File: config.mk
export PLATFORM = sky130hd
export DESIGN_NAME = itlb_ptw
export DESIGN_NICKNAME = d
export VERILOG_FILES = /design/src/rtl/ptw_pkg.sv /design/src/rtl/ptw_l1_cache.sv /design/src/rtl/itlb_ptw.sv
export SDC_FILE = /design/constraint.sdc
export NUM_CORES = 1
export LEC_CHECK = 0
export ABC_CLOCK_PERIOD_IN_PS = 1900
export CAP_MARGIN = 25
export CORE_AREA = 2 2 85 78
export CTS_BUF_LIST = sky130_fd_sc_hd__clkbuf_2 sky130_fd_sc_hd__clkbuf_4 sky130_fd_sc_hd__clkbuf_8
export DETAILED_ROUTE_END_ITERATION = 12
export DIE_AREA = 0 0 87 80
export PLACE_DENSITY = 0.72
export SKIP_LAST_GASP = 1
export SLEW_MARGIN = 10
export SYNTH_ARGS = -nofsm -noshare
export SYNTH_HDL_FRONTEND = slang
export SYNTH_SLANG_ARGS = --single-unit
File: constraint.sdc
create_clock -name clk -period 1.9 [get_ports clk]
set_clock_uncertainty 0.15 [all_clocks]
set_input_delay 0.285 -clock clk [delete_from_list [all_inputs] [get_ports clk]]
set_output_delay 0.285 -clock clk [all_outputs]
set_load 0.1 [all_outputs]
File: src/rtl/ptw_pkg.sv
// Shared definitions for the ITLB page-table walker.
//   - walker FSM state encoding
//   - PTE field positions (V, L, PPN)
//   - VPN slice positions for the two walk levels (10/10 split, 4 KiB pages)
package ptw_pkg;

  typedef enum logic [1:0] {
    StIdle,
    StL1,
    StL2,
    StResp
  } ptw_state_e;

  localparam int unsigned PTE_V_BIT   = 0;
  localparam int unsigned PTE_L_BIT   = 1;
  localparam int unsigned PTE_PPN_LSB = 12;

  // LSB of each VPN level inside the virtual address
  localparam int unsigned VPN1_LSB = 22;
  localparam int unsigned VPN0_LSB = 12;

endpackage

File: src/rtl/ptw_l1_cache.sv
// One-entry cache of the most recent successful level-1 PTE lookup.
// Ports:
//   clk, rst     clock, synchronous active-high reset
//   flush        clear the entry (wins over a same-cycle fill)
//   fill         write {vpn1, satp, base} and mark the entry valid
//   fill_vpn1    VPN[1] tag to store
//   fill_satp    root PPN tag to store
//   fill_base    next-level table PPN to store
//   lookup_vpn1  VPN[1] of the incoming request
//   lookup_satp  root PPN of the incoming request
//   hit          entry valid and both tags match
//   hit_base     cached next-level table PPN
module ptw_l1_cache #(
  parameter int unsigned PPN_WIDTH     = 8,
  parameter int unsigned VPN_LVL_WIDTH = 10
) (
  input  logic                     clk,
  input  logic                     rst,
  input  logic                     flush,
  input  logic                     fill,
  input  logic [VPN_LVL_WIDTH-1:0] fill_vpn1,
  input  logic [PPN_WIDTH-1:0]     fill_satp,
  input  logic [PPN_WIDTH-1:0]     fill_base,
  input  logic [VPN_LVL_WIDTH-1:0] lookup_vpn1,
  input  logic [PPN_WIDTH-1:0]     lookup_satp,
  output logic                     hit,
  output logic [PPN_WIDTH-1:0]     hit_base
);

  logic                     valid_q;
  logic [VPN_LVL_WIDTH-1:0] tag_q;
  logic [PPN_WIDTH-1:0]     satp_q;
  logic [PPN_WIDTH-1:0]     base_q;

  always_ff @(posedge clk) begin
    if (rst || flush) begin
      valid_q <= 1'b0;
    end else if (fill) begin
      valid_q <= 1'b1;
    end
  end

  always_ff @(posedge clk) begin
    if (rst) begin
      tag_q  <= '0;
      satp_q <= '0;
      base_q <= '0;
    end else if (fill) begin
      tag_q  <= fill_vpn1;
      satp_q <= fill_satp;
      base_q <= fill_base;
    end
  end

  assign hit      = valid_q && (tag_q == lookup_vpn1) && (satp_q == lookup_satp);
  assign hit_base = base_q;

endmodule

File: src/rtl/itlb_ptw.sv
// Two-level hardware page-table walker answering ITLB misses.
// Optional build macro: PTW_L1_CACHE_EN adds a one-entry level-1 PTE cache
// (ptw_l1_cache) so walks hitting the same VPN[1]/root skip the first read.
// Ports:
//   clk, rst    clock, synchronous active-high reset
//   ptw_req     translation request (level, held until serviced)
//   ptw_va      virtual address to translate
//   satp_ppn    root page-table PPN
//   ptw_flush   drop walker-internal cached state (cache build only)
//   ptw_valid   one-cycle completion pulse
//   ptw_pa      translated PPN (0 on fault), valid with ptw_valid
//   ptw_fault   page fault, only together with ptw_valid
//   mem_req     PTE read request, held until mem_valid
//   mem_addr    PTE byte address (registered)
//   mem_rdata   PTE read data
//   mem_valid   read data valid
module itlb_ptw
  import ptw_pkg::*;
#(
  parameter int unsigned VA_WIDTH          = 32,
  parameter int unsigned PC_BITS           = 20,
  parameter int unsigned PAGE_OFFSET_WIDTH = 12,
  parameter int unsigned PPN_WIDTH         = PC_BITS - PAGE_OFFSET_WIDTH,
  parameter int unsigned VPN_LVL_WIDTH     = 10,
  parameter int unsigned PTE_WIDTH         = 32
) (
  input  logic                 clk,
  input  logic                 rst,
  input  logic                 ptw_req,
  input  logic [VA_WIDTH-1:0]  ptw_va,
  input  logic [PPN_WIDTH-1:0] satp_ppn,
  input  logic                 ptw_flush,
  output logic                 ptw_valid,
  output logic [PPN_WIDTH-1:0] ptw_pa,
  output logic                 ptw_fault,
  output logic                 mem_req,
  output logic [PC_BITS-1:0]   mem_addr,
  input  logic [PTE_WIDTH-1:0] mem_rdata,
  input  logic                 mem_valid
);

  ptw_state_e               state_q;
  logic [VPN_LVL_WIDTH-1:0] vpn1_q;
  logic [VPN_LVL_WIDTH-1:0] vpn0_q;
  logic                     valid_q;
  logic                     fault_q;
  logic [PPN_WIDTH-1:0]     ppn_q;
  logic                     mem_req_q;
  logic [PC_BITS-1:0]       mem_addr_q;

  logic [VPN_LVL_WIDTH-1:0] req_vpn1;
  logic [VPN_LVL_WIDTH-1:0] req_vpn0;
  logic                     pte_v;
  logic                     pte_l;
  logic [PPN_WIDTH-1:0]     pte_ppn;
  logic                     cache_hit;
  logic [PPN_WIDTH-1:0]     cache_base;
  logic                     unused_bits;

  assign req_vpn1 = ptw_va[VPN1_LSB +: VPN_LVL_WIDTH];
  assign req_vpn0 = ptw_va[VPN0_LSB +: VPN_LVL_WIDTH];
  assign pte_v    = mem_rdata[PTE_V_BIT];
  assign pte_l    = mem_rdata[PTE_L_BIT];
  assign pte_ppn  = mem_rdata[PTE_PPN_LSB +: PPN_WIDTH];

`ifdef PTW_L1_CACHE_EN
  // Root PPN captured at accept so a fill is tagged with the root actually walked.
  logic [PPN_WIDTH-1:0] satp_q;
  logic                 cache_fill;

  assign cache_fill = (state_q == StL1) && mem_valid && pte_v && !pte_l;

  always_ff @(posedge clk) begin
    if (rst) begin
      satp_q <= '0;
    end else if (state_q == StIdle && ptw_req) begin
      satp_q <= satp_ppn;
    end
  end

  ptw_l1_cache #(
    .PPN_WIDTH    (PPN_WIDTH),
    .VPN_LVL_WIDTH(VPN_LVL_WIDTH)
  ) u_l1_cache (
    .clk        (clk),
    .rst        (rst),
    .flush      (ptw_flush),
    .fill       (cache_fill),
    .fill_vpn1  (vpn1_q),
    .fill_satp  (satp_q),
    .fill_base  (pte_ppn),
    .lookup_vpn1(req_vpn1),
    .lookup_satp(satp_ppn),
    .hit        (cache_hit),
    .hit_base   (cache_base)
  );

  assign unused_bits = ^{ptw_va[PAGE_OFFSET_WIDTH-1:0], mem_rdata};
`else
  assign cache_hit   = 1'b0;
  assign cache_base  = '0;
  assign unused_bits = ^{ptw_va[PAGE_OFFSET_WIDTH-1:0], mem_rdata, ptw_flush};
`endif

  always_ff @(posedge clk) begin
    if (rst) begin
      state_q    <= StIdle;
      vpn1_q     <= '0;
      vpn0_q     <= '0;
      valid_q    <= 1'b0;
      fault_q    <= 1'b0;
      ppn_q      <= '0;
      mem_req_q  <= 1'b0;
      mem_addr_q <= '0;
    end else begin
      unique case (state_q)
        StIdle: begin
          if (ptw_req) begin
            vpn1_q    <= req_vpn1;
            vpn0_q    <= req_vpn0;
            mem_req_q <= 1'b1;
            if (cache_hit) begin
              state_q    <= StL2;
              mem_addr_q <= {cache_base, req_vpn0, 2'b00};
            end else begin
              state_q    <= StL1;
              mem_addr_q <= {satp_ppn, req_vpn1, 2'b00};
            end
          end
        end
        StL1: begin
          if (mem_valid) begin
            // Leaf at level 1 would be a megapage, which is not supported.
            if (!pte_v || pte_l) begin
              state_q   <= StResp;
              mem_req_q <= 1'b0;
              valid_q   <= 1'b1;
              fault_q   <= 1'b1;
              ppn_q     <= '0;
            end else begin
              state_q    <= StL2;
              mem_addr_q <= {pte_ppn, vpn0_q, 2'b00};
            end
          end
        end
        StL2: begin
          if (mem_valid) begin
            state_q   <= StResp;
            mem_req_q <= 1'b0;
            valid_q   <= 1'b1;
            if (!pte_v || !pte_l) begin
              fault_q <= 1'b1;
              ppn_q   <= '0;
            end else begin
              fault_q <= 1'b0;
              ppn_q   <= pte_ppn;
            end
          end
        end
        StResp: begin
          state_q <= StIdle;
          valid_q <= 1'b0;
          fault_q <= 1'b0;
          ppn_q   <= '0;
        end
        default: state_q <= StIdle;
      endcase
    end
  end

  assign ptw_valid = valid_q;
  assign ptw_fault = fault_q;
  assign ptw_pa    = ppn_q;
  assign mem_req   = mem_req_q;
  assign mem_addr  = mem_addr_q;

endmodule

# Word level (Yosys, flattened, before mapping)
# Index checks and enable logic that the tools add are counted.
# word_totals
register_bits,43
inputBits,77
out_inout_bits,31
word_cells,54
# classes
n_eq_ne,8
mux,26
n_reduce_logical,13
# ops
op,count
$mux W20,3
$pmux W20 S2,1
$mux W8,4
$pmux W8 S3,1
$mux W1,10
$ne A2 B2 Y1 const B,5
$pmux W1 S3,3
$pmux W2 S4,1
$reduce_and A4 Y1,2
$mux W2,3
$reduce_bool A3 Y1,2
$reduce_and A5 Y1,1
$eq A2 B2 Y1 const B,2
$reduce_and A3 Y1,1
$eq A2 B1 Y1 const B,1
$logic_not A1 Y1,2
$logic_not A2 Y1,1
$logic_or A1 B1 Y1,2
$reduce_and A2 Y1,1
$reduce_bool A2 Y1,1

# Longest topological paths before layout
# Gate-level depths: netlist (run 1).
# logic_depth
word_depth,5
depth_mapped,8
mapped_depth_nobuf,6

# Least setup slack after synthesis (run 1)
# OpenSTA, ideal clock, no wires.
# synth_path
path_type,register to register
startpoint,reg state_q[0]
endpoint,"reg mem_addr_q[5], in the netlist mem_addr[5]"
setup_time_ps,80
t_arrival_ps,1585
required_ps,1670
setup_slack_ps,85
path_stages_with_launch,9
path_buffers,2
period_less_slack_ps,1815
cell_sequence,dfxtp_1 > inv_1 > ha_1 > buf_4 > mux2i_1 > a21oi_4 > buf_6 > nor2_1 > a211oi_2
# synth_between
elab_chain_cells,3
word_cells_on_any_way,8
classes_between,eq/ne (4); mux (1); reduce/logical (3)
# synth_rtl
item,line_no,source
"start, declared",itlb_ptw.sv:42,ptw_state_e state_q;
"start signal, assigned",itlb_ptw.sv:107,state_q <= StIdle;
"start signal, assigned",itlb_ptw.sv:123,state_q <= StL2;
"start signal, assigned",itlb_ptw.sv:126,state_q <= StL1;
$eq A2 B1 Y1 / $logic_not A2 Y1 (equally long branches),--,
$ne A2 B2 Y1 (no source line) / $reduce_bool A2 Y1 (equally long branches),--,
$reduce_and A4 Y1 (no source line),--,
"end signal, assigned",itlb_ptw.sv:124,"mem_addr_q <= {cache_base, req_vpn0, 2'b00};"
"end signal, assigned",itlb_ptw.sv:127,"mem_addr_q <= {satp_ppn, req_vpn1, 2'b00};"
"end signal, assigned",itlb_ptw.sv:142,"mem_addr_q <= {pte_ppn, vpn0_q, 2'b00};"
"end, declared",itlb_ptw.sv:49,logic [PC_BITS-1:0] mem_addr_q;
# Parallel ways exist; a longest one is shown, timed or not.
# A chain may end at the register's enable or synchronous reset.

# Worst setup path in the final report (run 1)
# layout_path
startpoint,reg state_q[0]
endpoint,reg state_q[1]
# layout_between
elab_chain_cells,3
word_cells_on_any_way,9
classes_between,eq/ne (6); mux (1); reduce/logical (2)
# layout_rtl
item,line_no,source
"$eq A2 B1 Y1, or another cell as far along",itlb_ptw.sv:116,unique case (state_q)
$ne A2 B2 Y1 (no source line),--,
$reduce_and A3 Y1 (no source line),--,
# Parallel ways exist; a longest one is shown, timed or not.

==> impl_metrics.json, run 1 <==
{
  "hold_viol_final": 0,
  "fmax_mhz": 578.5,
  "synth_area_um2": 1951,
  "layout-drive-gt1-share_pct": 25.89,
  "routed_via_density": 4.621,
  "crit_path_end_kind": "flop",
  "rsz0062_at_grt": "false",
  "period_share_pct": 90.98,
  "status": "complete, no violations",
  "final_nets": 364,
  "cp-start-kind": "flop",
  "whs_endpoint": "mem_addr[12]$_SDFFE_PP0P_",
  "place_area_um2": 3055,
  "min_period_ns": 1.729,
  "fp.dieH_um": 80,
  "wirelength_um": 4602,
  "p_leak_nw": 1.205,
  "grt_overflow_total": 0,
  "ir_drop_mv": 1.161,
  "ctsRootBufferMaster": "clkbuf_8",
  "crit_fanout": 4,
  "worstPathArrival_ns": 1.75,
  "timing.rr.start": "state_q[0]$_SDFFE_PP0P_",
  "synthTopCellsByArea": "dfxtp_1, mux2i_1, a211oi_2, nand2_1, nor2_1",
  "grt_max_degree": 25,
  "r2r_end": "state_q[1]$_SDFFE_PP0P_",
  "worstSetupPathType": "flop to flop",
  "whs_path_depth": 2,
  "cts_hold_buf": 0,
  "ant_nets": 0,
  "finalSetupViolations": 0,
  "grt_use_total_pct": 13.58,
  "drc": 0,
  "fillers": 551,
  "yosys-top-cells-count": "dfxtp_1, nand2_1, mux2i_1, nor2_1",
  "synth-main-ff-cell": "dfxtp_1",
  "grt_pass1_vias": 1603,
  "syn_area_per_cell_um2": 9.515,
  "diodes": 0,
  "dieArea_um2": 6960,
  "first_pass_iters": 4,
  "start_util_pct": 32.26,
  "clock_sinks": 41,
  "yosysSeqAreaShare_pct": 42.08,
  "grt_pass1_wl_um": 7486,
  "synthToLayoutAreaGrowth_pct": 62.16,
  "wire_per_inst_um": 13.00,
  "synth_area_leader_cell": "dfxtp_1",
  "clk_pin_slew_ns": 0.08,
  "synth-seq-cells": 41,
  "p_per_area_nw_per_um2": 1936,
  "cts_tree": "built",
  "syn_inst": 205,
  "die_w_um": 87,
  "synth_edf_count": 0,
  "drt_iter0_drc": 70,
  "synth_cell_types": 30,
  "htreeDepth": 2,
  "clk-insertion-delay-late_ns": 0.28,
  "numCtsBuffers": 5,
  "required_ns": 1.92,
  "fp-row-count": 27,
  "routabilityCongestion": 0.7117,
  "yosysTopAreaCellShare_pct": 42.08,
  "core_area_um2": 6047,
  "antenna_found_initial": 0,
  "synth_most_common_cell": "dfxtp_1",
  "io_buffers": 70,
  "min_from": "rst",
  "reg2regPathDepth": 7,
  "async_flop_share_pct": 0,
  "setup-tns-final_ns": 0,
  "cap_viol_max_count": 0,
  "dp_hpwl_um": 3504,
  "vias": 1636,
  "finalInstanceArea_um2": 3163,
  "slew_violations": 0,
  "hold_class": "primary input to flop",
  "ios": 108,
  "cts_buffer_depth": 2,
  "yosysWarnings": 0,
  "rrSetupSlack_ns": 0.17,
  "startpoint": "state_q[0]$_SDFFE_PP0P_"
}
==> how the worst max path moves through the flow <==
stage | to
after floorplan | mem_addr[5]$_SDFFE_PP0P_
after global placement | mem_addr[12]$_SDFFE_PP0P_
after detailed placement | mem_addr[8]$_SDFFE_PP0P_
after CTS | mem_addr[6]$_SDFFE_PP0P_
after global routing | mem_req$_SDFFE_PP0P_
final | state_q[1]$_SDFFE_PP0P_
==> logic make-up after synthesis <==
logic type / synth area share (%)
AOI/OAI and AO/OA: 17.51
adders and majority gates: 3.207
buffers and inverters: 6.157
DFF: 42.08
muxes: 14.37
other: 0.1922
and+or+nand+nor: 16.49
==> final cells by class <==
type                    instances  area, um^2  area share (%)
well taps                      72       90.09           2.848
clock buffers                   7       90.09           2.848
multi-input cells             146        1026           32.44
repair buffers                 84        1120           35.40
flip-flops and latches         41       822.0           25.99
inverters                       4       15.01          0.4747
==> flip-flops by register name, indices dropped and copies added (netlist names) <==
register	cells
mem_addr	18
mem_req	1
ptw_fault	1
ptw_pa	8
ptw_valid	1
state_q	2
vpn0_q	10
==> where the power goes <==
group / switching [mW] / internal (mW) / leakage, nW / total [mW]
registers: 0.260 / 1.14 / 0.337 / 1.40
clock network: 0.278 / 0.303 / 0.0477 / 0.581
logic: 2.52 / 1.63 / 0.820 / 4.15
==> metal layers <==
| metal | up-vias | part of all wire [%] | global-route usage [%] |
|---|---|---|---|
| met2 | 49 | 47 | 22.21 |
| met5 | - | 0 | 0 |
| met4 | 0 | 0.87 | 3.750 |
| met1 | 729 | 46 | 17.40 |
| li1 | 853 | - | - |
| met3 | 5 | 6.1 | 3.826 |
==> critical path, cell delays in order (launching register included) <==
cell     delay [ns]
dfxtp_2        0.35
inv_1          0.12
ha_2           0.24
inv_1          0.05
o22ai_1        0.31
buf_4          0.18
mux2i_1        0.17
nor2_1         0.05
==> cells in the final DEF, fill, tap and decap left out, types with 2 or more instances in the layout <==
master	netlist	layout
a211oi_1	6	5
a211oi_2	12	13
a21oi_1	12	12
buf_12	0	31
buf_4	4	11
clkbuf_8	0	6
clkdlybuf4s50_1	0	40
conb_1	1	2
dfxtp_1	41	40
ha_1	5	2
ha_2	0	3
inv_1	4	4
mux2i_1	28	28
nand2_1	30	30
nand2b_1	10	10
nor2_1	22	22
nor2_2	2	2
nor2b_1	2	2
o21ai_0	2	2
o41ai_1	2	2
==> through the flow <==
| stage | utilization [%] | std cells | total power, mW | setup WS [ns] | hold WS, ns |
|---|---|---|---|---|---|
| after floorplan | - | 206 | 4.117 | 0.08548 | 0.2710 |
| after global placement | 50.53 | 347 | 5.484 | 0.05990 | 0.2924 |
| after CTS | 52.02 | 354 | 6.153 | 0.03017 | 0.06788 |
| final | 52.31 | 354 | 6.122 | 0.1715 | 0.07388 |
| after global routing | 52.31 | 354 | 6.420 | 0.04373 | 0.07708 |
| after detailed placement | 50.53 | 347 | 5.552 | 0.0005144 | 0.2980 |
==> timing repair <==
item,4_1_cts,5_1_grt
resized for setup,0,6
endpoints found under the setup margin,0,19
buffers inserted,0,0
Note: power is estimated with default switching activity, not from simulation.
==> inputs of run 2 (changes only) <==
--- a/config.mk
+++ b/config.mk
@@ -6,7 +6,6 @@
 export NUM_CORES = 1
 export LEC_CHECK = 0
 export ABC_CLOCK_PERIOD_IN_PS = 1900
-export CAP_MARGIN = 25
 export CORE_AREA = 2 2 85 78
 export CTS_BUF_LIST = sky130_fd_sc_hd__clkbuf_2 sky130_fd_sc_hd__clkbuf_4 sky130_fd_sc_hd__clkbuf_8
 export DETAILED_ROUTE_END_ITERATION = 12
==> results of run 2 <==
Same layout as run 1: the final DEF is identical, and so are final timing and power.
